[src/rtl/down_counter_mod16_pkg.sv]
// Shared definitions for the programmable down-counter/timer.
// The default width is shared with the mod-16 up-counter.
package down_counter_mod16_pkg;

  localparam int DEFAULT_WIDTH = 4;

  typedef enum logic [1:0] {
    IDLE = 2'd0,
    RUN  = 2'd1,
    DONE = 2'd2
  } state_t;

endpackage

[src/rtl/down_counter_mod16_if.sv]
// Control/status bundle of the down-counter: the master issues commands,
// the slave (the counter) reports count, busy and the terminal-count pulse.
interface down_counter_mod16_if
  import down_counter_mod16_pkg::*;
#(
  parameter int WIDTH = DEFAULT_WIDTH
);

  logic             start;
  logic [WIDTH-1:0] load_value;
  logic             periodic;
  logic             pause;
  logic             stop;
  logic [WIDTH-1:0] count;
  logic             busy;
  logic             tc;

  modport master (
    output start, load_value, periodic, pause, stop,
    input  count, busy, tc
  );

  modport slave (
    input  start, load_value, periodic, pause, stop,
    output count, busy, tc
  );

endinterface

[src/rtl/down_counter_mod16.sv]
// Programmable down-counter/timer with one-shot and auto-reload modes.
// tc is a one-cycle Moore pulse in DONE; busy is high throughout RUN.
module down_counter_mod16
  import down_counter_mod16_pkg::*;
#(
  parameter int WIDTH = DEFAULT_WIDTH
) (
  input  logic                  clock,
  input  logic                  reset,
  down_counter_mod16_if.slave   bus
);

  state_t           state_reg, state_next;
  logic [WIDTH-1:0] count_reg, count_next;
  logic [WIDTH-1:0] reload_reg, reload_next;
  logic             mode_reg, mode_next;

  always_ff @(posedge clock or posedge reset) begin
    if (reset) begin
      state_reg  <= IDLE;
      count_reg  <= '0;
      reload_reg <= '0;
      mode_reg   <= 1'b0;
    end else begin
      state_reg  <= state_next;
      count_reg  <= count_next;
      reload_reg <= reload_next;
      mode_reg   <= mode_next;
    end
  end

  // Priority: stop, then start, then pause, then normal counting.
  always_comb begin
    state_next  = state_reg;
    count_next  = count_reg;
    reload_next = reload_reg;
    mode_next   = mode_reg;

    if (bus.stop) begin
      state_next = IDLE;
    end else if (bus.start) begin
      count_next  = bus.load_value;
      reload_next = bus.load_value;
      if (bus.load_value != '0) begin
        mode_next  = bus.periodic;
        state_next = RUN;
      end else begin
        // A zero load is always one-shot so it cannot retrigger forever.
        mode_next  = 1'b0;
        state_next = DONE;
      end
    end else begin
      case (state_reg)
        RUN: begin
          if (!bus.pause) begin
            if (count_reg == WIDTH'(1)) begin
              count_next = '0;
              state_next = DONE;
            end else begin
              count_next = count_reg - WIDTH'(1);
            end
          end
        end
        DONE: begin
          if (mode_reg) begin
            count_next = reload_reg;
            state_next = RUN;
          end else begin
            count_next = '0;
            state_next = IDLE;
          end
        end
        default: begin
          state_next = IDLE;
        end
      endcase
    end
  end

  assign bus.count = count_reg;
  assign bus.busy  = (state_reg == RUN);
  assign bus.tc    = (state_reg == DONE);

endmodule
[src/flat_wrapper.sv]
// flat-port wrapper written by rule: the top's interface ports become plain ports
module down_counter_mod16_flat import down_counter_mod16_pkg::*;
#(
  parameter int WIDTH = DEFAULT_WIDTH
)
  (clock, reset, bus_start, bus_load_value, bus_periodic, bus_pause, bus_stop, bus_count, bus_busy, bus_tc);
  down_counter_mod16_if #(.WIDTH(WIDTH)) bus_i ();
  input  logic clock;
  input  logic reset;
  input wire logic [$bits(bus_i.start)-1:0] bus_start;
  input wire logic [$bits(bus_i.load_value)-1:0] bus_load_value;
  input wire logic [$bits(bus_i.periodic)-1:0] bus_periodic;
  input wire logic [$bits(bus_i.pause)-1:0] bus_pause;
  input wire logic [$bits(bus_i.stop)-1:0] bus_stop;
  output wire logic [$bits(bus_i.count)-1:0] bus_count;
  output wire logic [$bits(bus_i.busy)-1:0] bus_busy;
  output wire logic [$bits(bus_i.tc)-1:0] bus_tc;
  assign bus_i.start = bus_start;
  assign bus_i.load_value = bus_load_value;
  assign bus_i.periodic = bus_periodic;
  assign bus_i.pause = bus_pause;
  assign bus_i.stop = bus_stop;
  assign bus_count = bus_i.count;
  assign bus_busy = bus_i.busy;
  assign bus_tc = bus_i.tc;
  down_counter_mod16 #(.WIDTH(WIDTH)) u_core (.clock(clock), .reset(reset), .bus(bus_i));
endmodule
[config.mk]
export PLATFORM = sky130hd
export DESIGN_NAME = down_counter_mod16_flat
export DESIGN_NICKNAME = d
export VERILOG_FILES = /design/src/rtl/down_counter_mod16_pkg.sv /design/src/rtl/down_counter_mod16_if.sv /design/src/rtl/down_counter_mod16.sv /design/src/flat_wrapper.sv
export SDC_FILE = /design/constraint.sdc
export NUM_CORES = 1
export LEC_CHECK = 0
export BUFFER_PORTS_ARGS = -buffer_cell sky130_fd_sc_hd__buf_2
export CORE_MARGIN = 4
export CORE_UTILIZATION = 51
export DETAILED_ROUTE_END_ITERATION = 16
export PLACE_DENSITY = 0.87
export SKIP_LAST_GASP = 1
export SLEW_MARGIN = 20
export SYNTH_ARGS = -nofsm -noshare
export SYNTH_HDL_FRONTEND = slang
export SYNTH_SLANG_ARGS = --single-unit
[constraint.sdc]
create_clock -name clock -period 1.7 [get_ports clock]
set_input_delay 0.17 -clock clock [delete_from_list [all_inputs] [get_ports clock]]
set_output_delay 0.17 -clock clock [all_outputs]
set_load 0.03 [all_outputs]
After elaboration in Yosys (flattened, before gate mapping)

Cells that the tools add are included.

Flip-flop bits (word level): 11
Output and inout port bits: 6
Word-level logic and storage cells: 30
Input port bits: 10

Reductions and logical operators: 5
Add/subtract/negate cells: 1
Multiplexer cells: 13
Eq/ne operators: 6
Bitwise logic cells: 1

Operators by type and width:

| operator                                               | number |
|---|---|
| two-way mux 4 bit                                      | 4 |
| two-way mux 2 bit                                      | 5 |
| case mux 4 bit (2 select lines)                        | 1 |
| equality test 4 x 1 -> 1 bit (second input constant)   | 1 |
| inequality test 4 x 3 -> 1 bit (second input constant) | 1 |
| inequality test 4 bit (second input constant)          | 1 |
| case mux 2 bit (2 select lines)                        | 1 |
| AND reduction 2 bit                                    | 2 |
| nonzero test 4 bit                                     | 1 |
| subtractor 4 x 1 -> 4 bit (second input constant)      | 1 |
| inequality test 3 bit (second input constant)          | 1 |
| AND reduction 3 bit                                    | 1 |
| nonzero test 3 bit                                     | 1 |
| equality test 2 x 1 -> 1 bit (second input constant)   | 1 |
| equality test 2 bit (second input constant)            | 1 |
| two-way mux 1 bit                                      | 2 |
| inverter 1 bit                                         | 1 |

Longest topological paths before layout

Gate-level depths: netlist (run 1).

Depth after elaboration: 6
Mapped depth: 7
Mapped depth without buffers: 6

Least setup slack after synthesis (run 1)

Ideal clock, no wire load.

Path kind: register to register
Start point: reg u_core.state_reg[0]
End point: reg u_core.count_reg[3], in the netlist u_core.bus.count[3]
Buffers on the path: 1
Stages on the path, launching flop included: 8
Setup time: 0.121 ns
Arrival time: 1.533 ns
Data required time: 1.579 ns
Slack: 0.046 ns
Clock period less this slack: 1.654 ns
Cells stage by stage: dfrtp_1 inv_1 ha_1 buf_6 nor2b_4 o31ai_4 a21oi_1 a22o_1

Cells in the longest elaborated chain, start to end: 3
Elaborated cells between the ends (all ways): 7
Classes of those cells: eq/ne (3); mux (2); reduce/logical (2)

Ends and longest elaborated chain:

| element                                                                      | line                     | text |
|---|---|---|
| start: declaration                                                           | down_counter_mod16.sv:13 | `state_t state_reg, state_next;` |
| start signal: assignment                                                     | down_counter_mod16.sv:25 | `state_reg <= state_next;` |
| equality test 2 bit (*)                                                      | n/a                      |  |
| named net bus_tc                                                             | flat_wrapper.sv:17       | `output wire logic [$bits(bus_i.tc)-1:0] bus_tc;` |
| case mux 4 bit (2 select lines) / nonzero test 3 bit (equally long branches) | n/a                      |  |
| two-way mux 4 bit / AND reduction 3 bit (equally long branches)              | n/a                      |  |
| end signal: assignment                                                       | down_counter_mod16.sv:26 | `count_reg <= count_next;` |
| end: declaration                                                             | down_counter_mod16.sv:14 | `logic [WIDTH-1:0] count_reg, count_next;` |

Mark *: on every way through the listed nets, which the timed path passes. The rest lies on a longest branch.
A chain may end at the register's enable or synchronous reset.

Worst setup path after layout (run 1)

Start point: reg u_core.state_reg[1]
End point: reg u_core.count_reg[3], in the netlist u_core.bus.count[3]

Cells in the longest elaborated chain, start to end: 3
Elaborated cells between the ends (all ways): 7
Classes of those cells: eq/ne (3); mux (2); reduce/logical (2)

Ends and longest elaborated chain:

| element                                                                    | line                     | text |
|---|---|---|
| equality test 2 x 1 -> 1 bit / equality test 2 bit (equally long branches) | down_counter_mod16.sv:53 | `case (state_reg)` |
| inequality test 3 bit (no line) (tied with other cells)                    | n/a                      |  |
| AND reduction 3 bit (no line) / two-way mux 4 bit (equally long branches)  | n/a                      |  |

Several ways; a longest one is shown, not always the timed one.

==> impl_metrics.ini, run 1 <==
[run_status]
run_status = finished, final reports clean

[setup_path]
crit_fanout = 8
cp-start-kind = flip-flop
crit_chain = inv_1, ha_1, nor2b_1, o31ai_4, a21oi_1, a22o_1
rr_worst_depth = 6
slowest_delay_ps = 380
cp_slowest_cell = dfrtp_1
reg2reg_setup_slack_ps = 130
r2r_start = u_core.state_reg[1]
critPathBufInv = 1
crit_required_ps = 1860
crit_family = compound AO/OA/AOI/OAI gates
setup.worst_path.end = u_core.bus.count[3]
cp-startpoint = u_core.state_reg[1]
crit-reg2reg-capture = u_core.bus.count[3]
worstSetupPathType = reg -> reg
cp.arrival_ps = 1740
cp.depth = 6
cp-end-kind = flip-flop

[detailed_routing]
vias = 598
antenna_left = 0
drtIter0Drc = 9
dr.pass1.iters = 4
route.detailed.drc = 0
wl_per_cell_um = 14.0
drt-total-wl_um = 1510
drt-vias-per-instance = 5.54

[floorplanning]
die_area_um2 = 2060
die_y_um = 45.4
coreArea_um2 = 1320
start_util_pct = 54.2
placementRows = 13
die_w_um = 45.4
ioPinCount = 16

[layout]
diodes = 0
layout.nets = 108
final_cell_mix = buf_2, dfrtp_1, inv_1
fillers = 102
area_delta_synth_final_pct = 19.3
drive_gt1_share_pct = 31.2
final_common_cell = buf_2
register_area_um2 = 275
final_cells = 108
fin_util_pct = 64.7
multiInputGateArea_um2 = 390

[sta]
fin_crit_sh_pct = 92.6
finalCriticalPeriod_ps = 1570
slew_viol_final = 0
fmax_mhz = 635
hold_ws_ps = 102
setup_viol = 0
tightest_slew_ps = 439
hold_viol = 0
relSlewSlack_pct = 70.7
tns_ps = 0
rsz0062_at_grt = yes
setup_slack_ps = 126
finClkSkew_ps = 1.57

[power_and_ir_drop]
switching_share_pct = 36.7
switching_power_uw = 301
p_comb_share_pct = 35.3
power.leakage_nw = 0.396
clkPwrFrac_pct = 22.6
seq_power_share_pct = 42.1
ir_drop_v = 0.000531
internal_power_uw = 519
power_density_nw_per_um2 = 963

[global_routing]
grt_antenna_before_repair = 0
grt.total_usage_pct = 17.3
grt_pass1_wl_um = 2570
grt_max_degree = 13
first_global_vias = 602
overflow = 0

[placement]
hpwl_um = 1200
place_ws_ps = 93.2
placedCellCount = 103
gp_congestion = 0.780
portBuffers = 15

[synth]
yosys_warnings = 0
synth_top_area_share_pct = 38.5
synth_seq_cells = 11
syn_inst = 73
synth_area_um2 = 714
synth_fp_nets = 87
yosysTopAreaCell = dfrtp_1
yosysUniqueCellTypes = 26
avgSynthCellArea_um2 = 9.79
ys_seq_area_share_pct = 38.5
yosys-top-cells-area = dfrtp_1, ha_1, mux2_2

[clocking]
cts_buffers = 3
cts_tree = built
cts_root_buf = clkbuf_4
clock-sinks = 11
worstSkewPairLatency_ps = 270
clk_path_buf_depth = 2
path_clk_slew_ps = 70
htree_levels = 1

[hold_path]
min_path_type = in -> reg

[flow_run]
max_cap_viol_count = 0
final cells by class:
class / count / area share (%)
multi-input cells: 50 / 45.8
flip-flops and latches: 11 / 32.3
repair buffers: 19 / 12.6
inverters: 9 / 3.96
clock buffers: 4 / 3.08
well taps: 15 / 2.20
routing by layer:
layer	routed length, um	vias up	GRT usage (%)	part of all wire, %
li1	-	302	-	-
met1	668	274	21.4	44
met2	720	18	28.4	48
met3	98	4	3.16	6.5
met4	24	0	8.77	1.6
met5	0	-	0	0
cell families (layout without fill, tap and decap cells):
kind of cell,count (synthesis),count (layout),synth area share [%]
mux,7,7,10.5
buf+inv,12,32,7.71
fa+ha+maj,4,4,7.01
flops,11,11,38.5
simple gates,20,20,17.5
compound gates,19,19,18.7
how the worst min path moves through the flow:
| stage | start | to | slack (ps) | cells past startpoint |
|---|---|---|---|---|
| after CTS | bus_stop | u_core.state_reg[0] | 100 | 2 |
| after global placement | reset | u_core.mode_reg | 180 | 2 |
| after global routing | bus_stop | u_core.state_reg[0] | 120 | 2 |
| final | bus_stop | u_core.state_reg[0] | 100 | 2 |
| after floorplan | reset | u_core.bus.count[0] | 20 | 1 |
| after detailed placement | reset | u_core.reload_reg[0] | 200 | 2 |
synth_stat cells:
cell type and instances:
a211oi_1 1, dfrtp_1 11, nor2_1 2, nor4b_1 1
o22ai_1 1, mux2_2 4, buf_6 1, nand3_1 2
o21ai_0 6, inv_1 9, nand2_1 4, ha_1 4
a311oi_1 1, nor4_2 1, a22o_1 2, o31ai_1 2
a31oi_1 2, nor2b_1 5, nor3b_1 2, nor2b_4 1
nor3_1 1, mux2i_1 3, a21oi_1 3, buf_2 2
nand2b_1 1, o31ai_4 1
through the flow:
step | cell area [um^2] | total power, mW
after floorplan | 714 | 0.544
after global placement | 810 | 0.622
after detailed placement | 810 | 0.638
after CTS | 846 | 0.823
after global routing | 852 | 0.869
final | 852 | 0.820
power by group through the flow:
stage	Clock (mW)	Combinational [mW]	Sequential [mW]
2_1_floorplan	0	0.153	0.391
3_3_place_gp	0	0.276	0.347
3_5_place_dp	0	0.289	0.349
4_1_cts	0.188	0.291	0.343
5_1_grt	0.199	0.316	0.354
6_report	0.185	0.290	0.345
repair_timing:
item / in CTS / in global routing
resized for setup: 0 / 1
setup buffers: 0 / 0
hold endpoints to repair: 11 / 0
hold buffers: 1 / 0
endpoints found under the setup margin: 0 / 3
Power figures use the tool's default switching activity.
==> inputs of run 2 (changes only) <==
ABC_AREA = 1   (was unset)
CORE_UTILIZATION = 52   (was 51)
==> run 2 against run 1 <==
  * Critical path type is now reg -> out
  * First-iteration DRC count rose by 67%
  * Power is 2.5% higher
  * Wire length grew 8.4%
  * Synthesized cell count grew 51%
  * Non-clock buffer count decreased by 3
  * Combinational power up 8.3%
  * Critical endpoint is now bus_tc
==> impl_metrics.ini, run 2 <==
[layout]
drive_gt1_share_pct = 20.9
area_delta_synth_final_pct = 15.4
final_cell_mix = nand2_1, inv_1, buf_2
final_area_um2 = 888
diodes = 0
final_cells = 144
final_common_cell = nand2_1
layout.nets = 144
fin_util_pct = 65.8

[synth]
yosys-top-cells-area = dfrtp_1, nand2_1, inv_1
avgSynthCellArea_um2 = 7.00
ys_seq_area_share_pct = 35.8
synth_area_um2 = 769
synth_seq_cells = 11
synth_top_flop_cell = dfrtp_1
ys_async_sr_fraction_pct = 100
yosys_warnings = 0
synthTopCellsByCount = nand2_1, inv_1, nor2_1, dfrtp_1
yosysTopAreaCell = dfrtp_1
synth_edf_count = 0
yosys.cell_count.top_type = nand2_1
synth_top_area_share_pct = 35.8
syn_inst = 110
yosysUniqueCellTypes = 19
synth_fp_nets = 124

[setup_path]
crit_chain = inv_1, ha_1, buf_2
cp_slowest_cell = dfrtp_1
cp-end-kind = output port
cp-start-kind = flip-flop
crit_fanout = 5
r2r_start = u_core.state_reg[1]
crit_required_ps = 1530
slowest_delay_ps = 410
critPathBufInv = 2
crit_family = flip-flops
cp-startpoint = u_core.state_reg[0]
cp.arrival_ps = 1190
worstSetupPathType = reg -> out

[floorplanning]
placementRows = 13
die_w_um = 46.5
die_area_um2 = 2160
coreArea_um2 = 1350
ioPinCount = 16
start_util_pct = 57.0
die_y_um = 46.5

[power_and_ir_drop]
power.leakage_nw = 0.517
switching_power_uw = 339
switching_share_pct = 40.3
p_total_uw = 841
internal_power_uw = 502
p_comb_share_pct = 37.4
power_density_nw_per_um2 = 947
clkPwrFrac_pct = 21.6
seq_power_share_pct = 41.0
ir_drop_v = 0.000536

[hold_path]
min_path_type = in -> reg
hold_start = bus_periodic

[placement]
placed_area_um2 = 852
gp_congestion = 0.812
placedCellCount = 139
portBuffers = 15
place_ws_ps = 377
hpwl_um = 1290

[sta]
tns_ps = 0
tightest_slew_ps = 447
hold_viol = 0
fmax_mhz = 736
relSlewSlack_pct = 70.2
finalCriticalPeriod_ps = 1360
setup_viol = 0
finClkSkew_ps = 4.57
rsz0062_at_grt = no
slew_viol_final = 0
hold_ws_ps = 127
fin_crit_sh_pct = 80.0
setup_slack_ps = 341

[clocking]
clk_path_buf_depth = 2
cts_tree = built
htree_levels = 1
path_clk_slew_ps = 80
cts_buffers = 3
cts_root_buf = clkbuf_4
clock-sinks = 11
worstSkewPairLatency_ps = 260

[detailed_routing]
drt-vias-per-instance = 4.99
drtIter0Drc = 15
dr.pass1.iters = 4
drt-total-wl_um = 1640
wl_per_cell_um = 11.4
route.detailed.drc = 0
vias = 719
antenna_left = 0

[global_routing]
grt_pass1_wl_um = 2820
first_global_vias = 680
overflow = 0
grt.total_usage_pct = 18.2
grt_antenna_before_repair = 0
grt_max_degree = 12

[flow_run]
max_cap_viol_count = 0

[run_status]
run_status = finished, final reports clean
==> run 2: timing repair <==
item                                   in CTS  in global routing
hold buffers                                1                  0
gates resized for setup                     0                  0
buffers inserted                            0                  0
endpoints found under the hold margin      11                  0
==> run 2: cell type report <==
class                   instances  area, um^2
inverters                      20        77.6
flip-flops and latches         11         275
repair buffers                 16        85.1
multi-input cells              78         405
fillers                       130         462
clock buffers                   4        26.3
well taps                      15        18.8
==> run 2: worst min-delay path: stages <==
cell	delay, ps
buf_2	80
nand3_1	60
nand2_1	50
==> run 2: layer usage <==
metal | track usage (%) | vias up | wire length, um
li1 | - | 374 | -
met1 | 25.3 | 328 | 813
met2 | 28.8 | 15 | 737
met3 | 2.34 | 2 | 76
met4 | 5.68 | 0 | 11
met5 | 0 | - | 0
==> run 2: final timing paths <==
kind,to,slack [ps],depth (start not counted)
worst max-delay path,bus_tc,340,3
worst min-delay path,u_core.mode_reg,130,3
worst max register to register,u_core.bus.count[2],360,9
worst min register to register,u_core.reload_reg[0],490,2
max in group asynchronous,u_core.reload_reg[2],950,3
min in group asynchronous,u_core.reload_reg[0],450,3
==> run 2: power groups by stage <==
stage | combinational [mW] | clock, mW | sequential [mW]
4_1_cts | 0.318 | 0.183 | 0.345
6_report | 0.314 | 0.182 | 0.345
3_5_place_dp | 0.314 | 0 | 0.350
3_3_place_gp | 0.305 | 0 | 0.347
5_1_grt | 0.362 | 0.187 | 0.353
2_1_floorplan | 0.186 | 0 | 0.391
==> run 2: kinds of logic (layout without fill, tap and decap cells) <==
| kind of cell | Yosys count | in the layout | share of synthesized area [%] |
|---|---|---|---|
| compound gates | 8 | 8 | 5.69 |
| xor+xnor | 1 | 1 | 1.14 |
| fa+ha+maj | 4 | 4 | 6.50 |
| buf+inv | 21 | 40 | 11.5 |
| flops | 11 | 11 | 35.8 |
| simple gates | 65 | 65 | 39.4 |
